$ cat config.mk
export PLATFORM = sky130hd
export DESIGN_NAME = stack_ctrl_8_flat
export DESIGN_NICKNAME = d
export VERILOG_FILES = /design/src/rtl/stack_ctrl_8_if.sv /design/src/rtl/stack_ctrl_8.sv /design/src/flat_wrapper.sv
export SDC_FILE = /design/constraint.sdc
export NUM_CORES = 1
export LEC_CHECK = 0
export BUFFER_PORTS_ARGS = -buffer_cell sky130_fd_sc_hd__buf_2
export CAP_MARGIN = 20
export CORE_ASPECT_RATIO = 0.8
export CORE_MARGIN = 2
export CORE_UTILIZATION = 45
export DETAILED_ROUTE_END_ITERATION = 16
export PLACE_DENSITY = 0.85
export REMOVE_ABC_BUFFERS = 1
export SYNTH_ARGS = -nofsm -noshare
export SYNTH_HDL_FRONTEND = slang
export SYNTH_SLANG_ARGS = --single-unit
$ cat constraint.sdc
create_clock -name CLK -period 3.6 [get_ports CLK]
set_input_delay 0.36 -clock CLK [delete_from_list [all_inputs] [get_ports CLK]]
set_output_delay 0.36 -clock CLK [all_outputs]
set_load 0.01 [all_outputs]
$ cat src/rtl/stack_ctrl_8_if.sv
// stack_ctrl_8_if
//   Bundles the datapath-facing and RAM-facing signals of stack_ctrl_8.
//   master : the datapath plus RAM_8 side (drives requests and RAM_Q)
//   slave  : the stack controller (drives status, popped data, RAM pins)
// Signals:
//   PUSH, POP, CLR_ERR, DATA_I    requests and the word to push
//   DATA_O, VALID_O               registered popped word and its pulse
//   COUNT, EMPTY, FULL, OVF, UNF  occupancy and sticky error status
//   RAM_D/W/R/E/ADDR, RAM_Q       RAM_8 pins
interface stack_ctrl_8_if #(
  parameter int WIDTH = 16,
  parameter int AW    = 3
);
  logic             PUSH;
  logic             POP;
  logic             CLR_ERR;
  logic [WIDTH-1:0] DATA_I;
  logic [WIDTH-1:0] DATA_O;
  logic             VALID_O;
  logic [AW:0]      COUNT;
  logic             EMPTY;
  logic             FULL;
  logic             OVF;
  logic             UNF;
  logic [WIDTH-1:0] RAM_D;
  logic             RAM_W;
  logic             RAM_R;
  logic             RAM_E;
  logic [AW-1:0]    RAM_ADDR;
  logic [WIDTH-1:0] RAM_Q;

  modport master (
    output PUSH, POP, CLR_ERR, DATA_I, RAM_Q,
    input  DATA_O, VALID_O, COUNT, EMPTY, FULL, OVF, UNF,
    input  RAM_D, RAM_W, RAM_R, RAM_E, RAM_ADDR
  );

  modport slave (
    input  PUSH, POP, CLR_ERR, DATA_I, RAM_Q,
    output DATA_O, VALID_O, COUNT, EMPTY, FULL, OVF, UNF,
    output RAM_D, RAM_W, RAM_R, RAM_E, RAM_ADDR
  );
endinterface

$ cat src/rtl/stack_ctrl_8.sv
// stack_ctrl_8
//   LIFO controller in front of the 8 x 16 RAM_8 block. Owns the entry
//   count (which doubles as the stack pointer), full/empty decode and the
//   sticky OVF/UNF flags. RAM pins are driven combinationally within the
//   cycle; the RAM writes at the rising edge and reads combinationally, so a
//   pop captures RAM_Q into DATA_O at the same edge (1-cycle latency).
// Ports:
//   CLK  rising-edge clock
//   RST  synchronous active-high reset; also gates RAM W/R/E off while high
//   bus  stack_ctrl_8_if.slave (requests, status, popped data, RAM pins)
//
// Decoded operation per cycle:
//   op            | meaning
//   OP_IDLE       | no request, RAM untouched
//   OP_PUSH       | push, not full: write DATA_I at COUNT, COUNT+1
//   OP_PUSH_FULL  | push while full: dropped, OVF set
//   OP_POP        | pop, not empty: read COUNT-1, COUNT-1, VALID_O
//   OP_POP_EMPTY  | pop while empty: dropped, UNF set
//   OP_REPLACE    | push+pop, not empty: read old top, overwrite it
//   OP_PUSH_EMPTY | push+pop while empty: acts as push, UNF set
module stack_ctrl_8 #(
  parameter int WIDTH = 16,
  parameter int DEPTH = 8,
  parameter int AW    = 3
) (
  input logic           CLK,
  input logic           RST,
  stack_ctrl_8_if.slave bus
);

  localparam logic [AW:0]   CNT_FULL = (AW+1)'(DEPTH);
  localparam logic [AW:0]   CNT_ONE  = (AW+1)'(1);
  localparam logic [AW-1:0] ADDR_ONE = AW'(1);

  typedef enum logic [2:0] {
    OP_IDLE,
    OP_PUSH,
    OP_PUSH_FULL,
    OP_POP,
    OP_POP_EMPTY,
    OP_REPLACE,
    OP_PUSH_EMPTY
  } op_e;

  op_e              op;
  logic [AW:0]      count_q, count_d;
  logic [WIDTH-1:0] data_q, data_d;
  logic             valid_q, valid_d;
  logic             ovf_q, ovf_d;
  logic             unf_q, unf_d;
  logic             empty, full;
  logic [AW-1:0]    top_addr;
  logic             ram_e, ram_w, ram_r;
  logic [AW-1:0]    ram_addr;

  assign empty = (count_q == '0);
  assign full  = (count_q == CNT_FULL);

  // Modulo-2^AW arithmetic; only used when count_q >= 1.
  assign top_addr = count_q[AW-1:0] - ADDR_ONE;

  always_comb begin
    op = OP_IDLE;
    case ({bus.PUSH, bus.POP})
      2'b10:   op = full  ? OP_PUSH_FULL  : OP_PUSH;
      2'b01:   op = empty ? OP_POP_EMPTY  : OP_POP;
      2'b11:   op = empty ? OP_PUSH_EMPTY : OP_REPLACE;
      default: op = OP_IDLE;
    endcase
  end

  // State register
  always_ff @(posedge CLK) begin
    if (RST) begin
      count_q <= '0;
      data_q  <= '0;
      valid_q <= 1'b0;
      ovf_q   <= 1'b0;
      unf_q   <= 1'b0;
    end else begin
      count_q <= count_d;
      data_q  <= data_d;
      valid_q <= valid_d;
      ovf_q   <= ovf_d;
      unf_q   <= unf_d;
    end
  end

  // Next-state select. A new error in the same cycle as CLR_ERR wins,
  // because the set is applied after the clear.
  always_comb begin
    count_d = count_q;
    data_d  = data_q;
    valid_d = 1'b0;
    ovf_d   = ovf_q & ~bus.CLR_ERR;
    unf_d   = unf_q & ~bus.CLR_ERR;
    case (op)
      OP_PUSH: begin
        count_d = count_q + CNT_ONE;
      end
      OP_PUSH_FULL: begin
        ovf_d = 1'b1;
      end
      OP_POP: begin
        count_d = count_q - CNT_ONE;
        data_d  = bus.RAM_Q;
        valid_d = 1'b1;
      end
      OP_POP_EMPTY: begin
        unf_d = 1'b1;
      end
      OP_REPLACE: begin
        // RAM_Q still shows the old top: the overwrite lands at the edge.
        data_d  = bus.RAM_Q;
        valid_d = 1'b1;
      end
      OP_PUSH_EMPTY: begin
        count_d = count_q + CNT_ONE;
        unf_d   = 1'b1;
      end
      default: begin
      end
    endcase
  end

  // RAM pin drive
  always_comb begin
    ram_e    = 1'b0;
    ram_w    = 1'b0;
    ram_r    = 1'b0;
    ram_addr = '0;
    case (op)
      OP_PUSH, OP_PUSH_EMPTY: begin
        ram_e    = 1'b1;
        ram_w    = 1'b1;
        ram_addr = count_q[AW-1:0];
      end
      OP_POP: begin
        ram_e    = 1'b1;
        ram_r    = 1'b1;
        ram_addr = top_addr;
      end
      OP_REPLACE: begin
        ram_e    = 1'b1;
        ram_r    = 1'b1;
        ram_w    = 1'b1;
        ram_addr = top_addr;
      end
      default: begin
      end
    endcase
    // A reset landing on a push must not corrupt the RAM.
    if (RST) begin
      ram_e = 1'b0;
      ram_w = 1'b0;
      ram_r = 1'b0;
    end
  end

  assign bus.RAM_E    = ram_e;
  assign bus.RAM_W    = ram_w;
  assign bus.RAM_R    = ram_r;
  assign bus.RAM_ADDR = ram_addr;
  assign bus.RAM_D    = bus.DATA_I;

  assign bus.DATA_O  = data_q;
  assign bus.VALID_O = valid_q;
  assign bus.COUNT   = count_q;
  assign bus.EMPTY   = empty;
  assign bus.FULL    = full;
  assign bus.OVF     = ovf_q;
  assign bus.UNF     = unf_q;

endmodule

$ cat src/flat_wrapper.sv
// flat-port wrapper written by rule: the top's interface ports become plain ports
module stack_ctrl_8_flat 
#(
  parameter int WIDTH = 16,
  parameter int DEPTH = 8,
  parameter int AW    = 3
)
  (CLK, RST, bus_PUSH, bus_POP, bus_CLR_ERR, bus_DATA_I, bus_RAM_Q, bus_DATA_O, bus_VALID_O, bus_COUNT, bus_EMPTY, bus_FULL, bus_OVF, bus_UNF, bus_RAM_D, bus_RAM_W, bus_RAM_R, bus_RAM_E, bus_RAM_ADDR);
  stack_ctrl_8_if #(.WIDTH(WIDTH), .AW(AW)) bus_i ();
  input logic CLK;
  input logic RST;
  input wire logic [$bits(bus_i.PUSH)-1:0] bus_PUSH;
  input wire logic [$bits(bus_i.POP)-1:0] bus_POP;
  input wire logic [$bits(bus_i.CLR_ERR)-1:0] bus_CLR_ERR;
  input wire logic [$bits(bus_i.DATA_I)-1:0] bus_DATA_I;
  input wire logic [$bits(bus_i.RAM_Q)-1:0] bus_RAM_Q;
  output wire logic [$bits(bus_i.DATA_O)-1:0] bus_DATA_O;
  output wire logic [$bits(bus_i.VALID_O)-1:0] bus_VALID_O;
  output wire logic [$bits(bus_i.COUNT)-1:0] bus_COUNT;
  output wire logic [$bits(bus_i.EMPTY)-1:0] bus_EMPTY;
  output wire logic [$bits(bus_i.FULL)-1:0] bus_FULL;
  output wire logic [$bits(bus_i.OVF)-1:0] bus_OVF;
  output wire logic [$bits(bus_i.UNF)-1:0] bus_UNF;
  output wire logic [$bits(bus_i.RAM_D)-1:0] bus_RAM_D;
  output wire logic [$bits(bus_i.RAM_W)-1:0] bus_RAM_W;
  output wire logic [$bits(bus_i.RAM_R)-1:0] bus_RAM_R;
  output wire logic [$bits(bus_i.RAM_E)-1:0] bus_RAM_E;
  output wire logic [$bits(bus_i.RAM_ADDR)-1:0] bus_RAM_ADDR;
  assign bus_i.PUSH = bus_PUSH;
  assign bus_i.POP = bus_POP;
  assign bus_i.CLR_ERR = bus_CLR_ERR;
  assign bus_i.DATA_I = bus_DATA_I;
  assign bus_i.RAM_Q = bus_RAM_Q;
  assign bus_DATA_O = bus_i.DATA_O;
  assign bus_VALID_O = bus_i.VALID_O;
  assign bus_COUNT = bus_i.COUNT;
  assign bus_EMPTY = bus_i.EMPTY;
  assign bus_FULL = bus_i.FULL;
  assign bus_OVF = bus_i.OVF;
  assign bus_UNF = bus_i.UNF;
  assign bus_RAM_D = bus_i.RAM_D;
  assign bus_RAM_W = bus_i.RAM_W;
  assign bus_RAM_R = bus_i.RAM_R;
  assign bus_RAM_E = bus_i.RAM_E;
  assign bus_RAM_ADDR = bus_i.RAM_ADDR;
  stack_ctrl_8 #(.WIDTH(WIDTH), .DEPTH(DEPTH), .AW(AW)) u_core (.CLK(CLK), .RST(RST), .bus(bus_i));
endmodule
==> summary.md <==
| Metric | Value |
|---|---|
| Final Non-Filler Cells | `223` |
| Cell taking the most area after synthesis | `dfxtp_1` |
| Setup tns final | `0 ns` |
| Post-CTS setup buffer count | `0` |
| Fmax achieved | `382 MHz` |
| CTS tree | `yes` |
| Vias in the first global route | `1014` |
| Busiest metal layer after global routing | `met2` |
| Startpoint Class | `flip-flop` |
| Final Hold Viols | `0` |
| MaxCap Viol Count | `0` |
| Status | `finished, final reports clean` |
| Final worst path period need | `2.61 ns` |
| Clock Tree Root | `clkbuf_4` |
| # IOs | `84` |
| CP most frequent cell | `ha_1` |
| Total CTS buffers | `3` |
| Met3 GRT Util | `9.47%` |
| Final instance area | `1430 µm²` |
| Full die area | `3250 µm²` |
| Crit Path Max Fanout | `6` |
| Mapped cell area | `1260 µm²` |
| CP Capture Type | `primary output` |
| Clk buf depth | `2` |
| Slew headroom | `68.2%` |
| Largest net degree at the start of global routing | `26` |
| Worst-Margin Slew | `0.476 ns` |
| RSZ-0062 raised after global routing | `no` |
| Nets | `227` |
| # hold bufs at CTS | `0` |
| H-tree levels | `1` |
| Worst VDD drop | `0.295 mV` |
| Port bufs | `51` |
| Hpwl dp | `2.10 mm` |
| Largest cells by area after synthesis | `dfxtp_1 36%, nand2_1 11%, buf_4 9.5%, a21oi_1 8.3%, ha_1 3.0%` |
| Critical Path, Cell by Cell | `inv_1, ha_1, and3b_1, a211oi_4, ha_1, o21ai_1, o21ai_0, buf_2` |
| Routability-driven placement congestion ratio | `0.766` |
| Synthesized area per cell | `8.21 µm²` |
| Yosys top cell area share | `36.4%` |
| Dpl cells | `219` |
| Critical path type | `flip-flop to primary output` |
| Final ANT Viol Nets | `0` |
| Met1 usage | `23.1%` |
| Cell Pwr Density | `711 nW/µm²` |
| Starting DRT DRC Count | `37` |
| Remaining DRCs | `0` |
| Via/cell ratio | `5.04` |
| Met2 Usage GRT | `27.0%` |
| Total grt overflow | `0` |
| Total Wirelength | `2.83 mm` |
| Die width | `63.3 µm` |
| Skew final | `0.00254 ns` |
| Slowest cell on the critical path | `dfxtp_1` |
| Core footprint | `2720 µm²` |
| Area delta synth->final | `13.1%` |
| Chip Height | `51.4 µm` |
| Synthesized netlist cell count | `154` |
| Post-Place Cell Area | `1400 µm²` |
| Clock Latency Late Sink | `0.30 ns` |
| PostCTS Resize Cnt | `0` |
| Crit-path leading delay family | `compound AO/OA/AOI/OAI gates` |
| Fraction of final layout cells sized beyond drive strength 1 | `35.1%` |
| CP required | `3.24 ns` |
| Rows | `17` |
| Clk sinks | `23` |
| Final core occ | `52.5%` |
| Hold_ws | `0.281 ns` |
| DR WL/cell | `12.7 µm` |
| Tcrit/Tclk final | `72.6%` |
| Final WS setup | `0.985 ns` |
| Initial Util | `46.5%` |
| Fill count | `286` |
| Clk slew on worst S/H paths | `0.12 ns` |
| Slowest stage delay, CP | `0.44 ns` |
| Post-synth cell types | `34` |
| Worst path arrival time | `2.25 ns` |
| Yosys Warn Count | `0` |
| Sequential share of the synthesized area | `36.4%` |
| Ant. Diodes | `0` |
| CP Buf/Inv Count | `2` |
| Leak | `0.675 nW` |
| Final Max Slew Viols | `0` |
| First-pass GRT wire length | `4.60 mm` |
| Worst min path class | `input port to flip-flop` |
| Pre-CTS WS | `1.07 ns` |
| Final setup fails | `0` |
| Initial antenna violation count | `0` |
| GRT Total Usage | `18.2%` |
| Via Count | `1123` |
| Yosys reg bits | `23` |
| Design Power | `1.02 mW` |
| First-pass DRT Iterations | `4` |
## cell type report
cell class,count,area [µm²],share of cell area [%]
Clock buffer,4,26.3,1.84
Inverter,6,22.5,1.57
Multi-Input combinational cell,99,603,42.2
Sequential cell,23,460,32.2
Tap cell,38,47.5,3.32
Timing Repair Buffer,53,270,18.9
## cells in the final DEF (no fill, tap or decap), drive strengths merged, types with 4 or more instances in the layout
cell    instances
dfxtp          23
nand2          36
o21ai           7
clkbuf          4
nor2b           4
a21oi          21
inv             6
nor2            6
buf            53
## metal layers
layer / part of all wire (%) / routed length, µm
met5: 0 / 0
met2: 44 / 1230
met3: 12 / 327
met4: 0.67 / 19
met1: 44 / 1250
## path summary, 6_finish.rpt
kind,to,slack [ns],cells past startpoint,start
worst max-delay path,bus_RAM_ADDR[1],0.99,8,u_core.bus.COUNT[1]
worst min-delay path,u_core.bus.DATA_O[9],0.28,3,bus_RAM_Q[9]
worst max register to register,u_core.bus.COUNT[3],1.06,9,u_core.bus.COUNT[1]
worst min register to register,u_core.bus.DATA_O[12],0.46,2,u_core.bus.DATA_O[12]
## power breakdown
| group | internal [mW] | switching, mW | leakage (nW) |
|---|---|---|---|
| clock network | 0.0431 | 0.0725 | 0.0150 |
| logic | 0.223 | 0.310 | 0.472 |
| registers | 0.317 | 0.0520 | 0.188 |
## cell usage after synthesis
| cell type | n |
|---|---|
| o21ai_0 | 3 |
| nor3_1 | 2 |
| inv_1 | 5 |
| nand3_1 | 1 |
| o21ai_1 | 4 |
| and3b_1 | 1 |
| nor2b_1 | 4 |
| a311oi_1 | 1 |
| a21o_1 | 1 |
| nor2_4 | 1 |
| or4_1 | 1 |
| mux2_2 | 1 |
| nand2_1 | 36 |
| a2111oi_4 | 1 |
| buf_2 | 5 |
| buf_4 | 16 |
| a21oi_1 | 21 |
| nor2_1 | 5 |
| dfxtp_1 | 23 |
| nor4b_2 | 1 |
| nand2b_1 | 1 |
| buf_6 | 2 |
| a211oi_1 | 2 |
| ha_1 | 3 |
| nor3b_2 | 2 |
| nor4_1 | 1 |
| nand2b_4 | 1 |
| inv_2 | 1 |
| o2111ai_1 | 1 |
| a211oi_4 | 1 |
| clkbuf_1 | 3 |
| o211a_1 | 1 |
| xor2_1 | 1 |
| fa_1 | 1 |
## worst min-delay path, delay by kind of cell
family | cells | cell delay (ns)
buf+inv | 1 | 0.09
compound gates | 1 | 0.05
simple gates | 1 | 0.04
## state kept, by name (all words and copies together) (netlist names)
signal              cells
u_core.bus.DATA_O      16
u_core.bus.OVF          1
u_core.bus.COUNT        4
u_core.bus.VALID_O      1
u_core.bus.UNF          1
## kinds of logic (layout without fill, tap and decap cells)
logic type | Yosys count | after routing | share of synthesized area [%]
DFF | 23 | 23 | 36.4
buffers and inverters | 32 | 63 | 15.9
xor gates and xnor gates | 1 | 1 | 0.693
muxes | 1 | 1 | 0.890
and+or+nand+nor | 57 | 57 | 22.7
AOI/OAI and AO/OA | 36 | 36 | 18.8
adders and majority gates | 4 | 4 | 4.55
(Power assumes the default switching activity.)
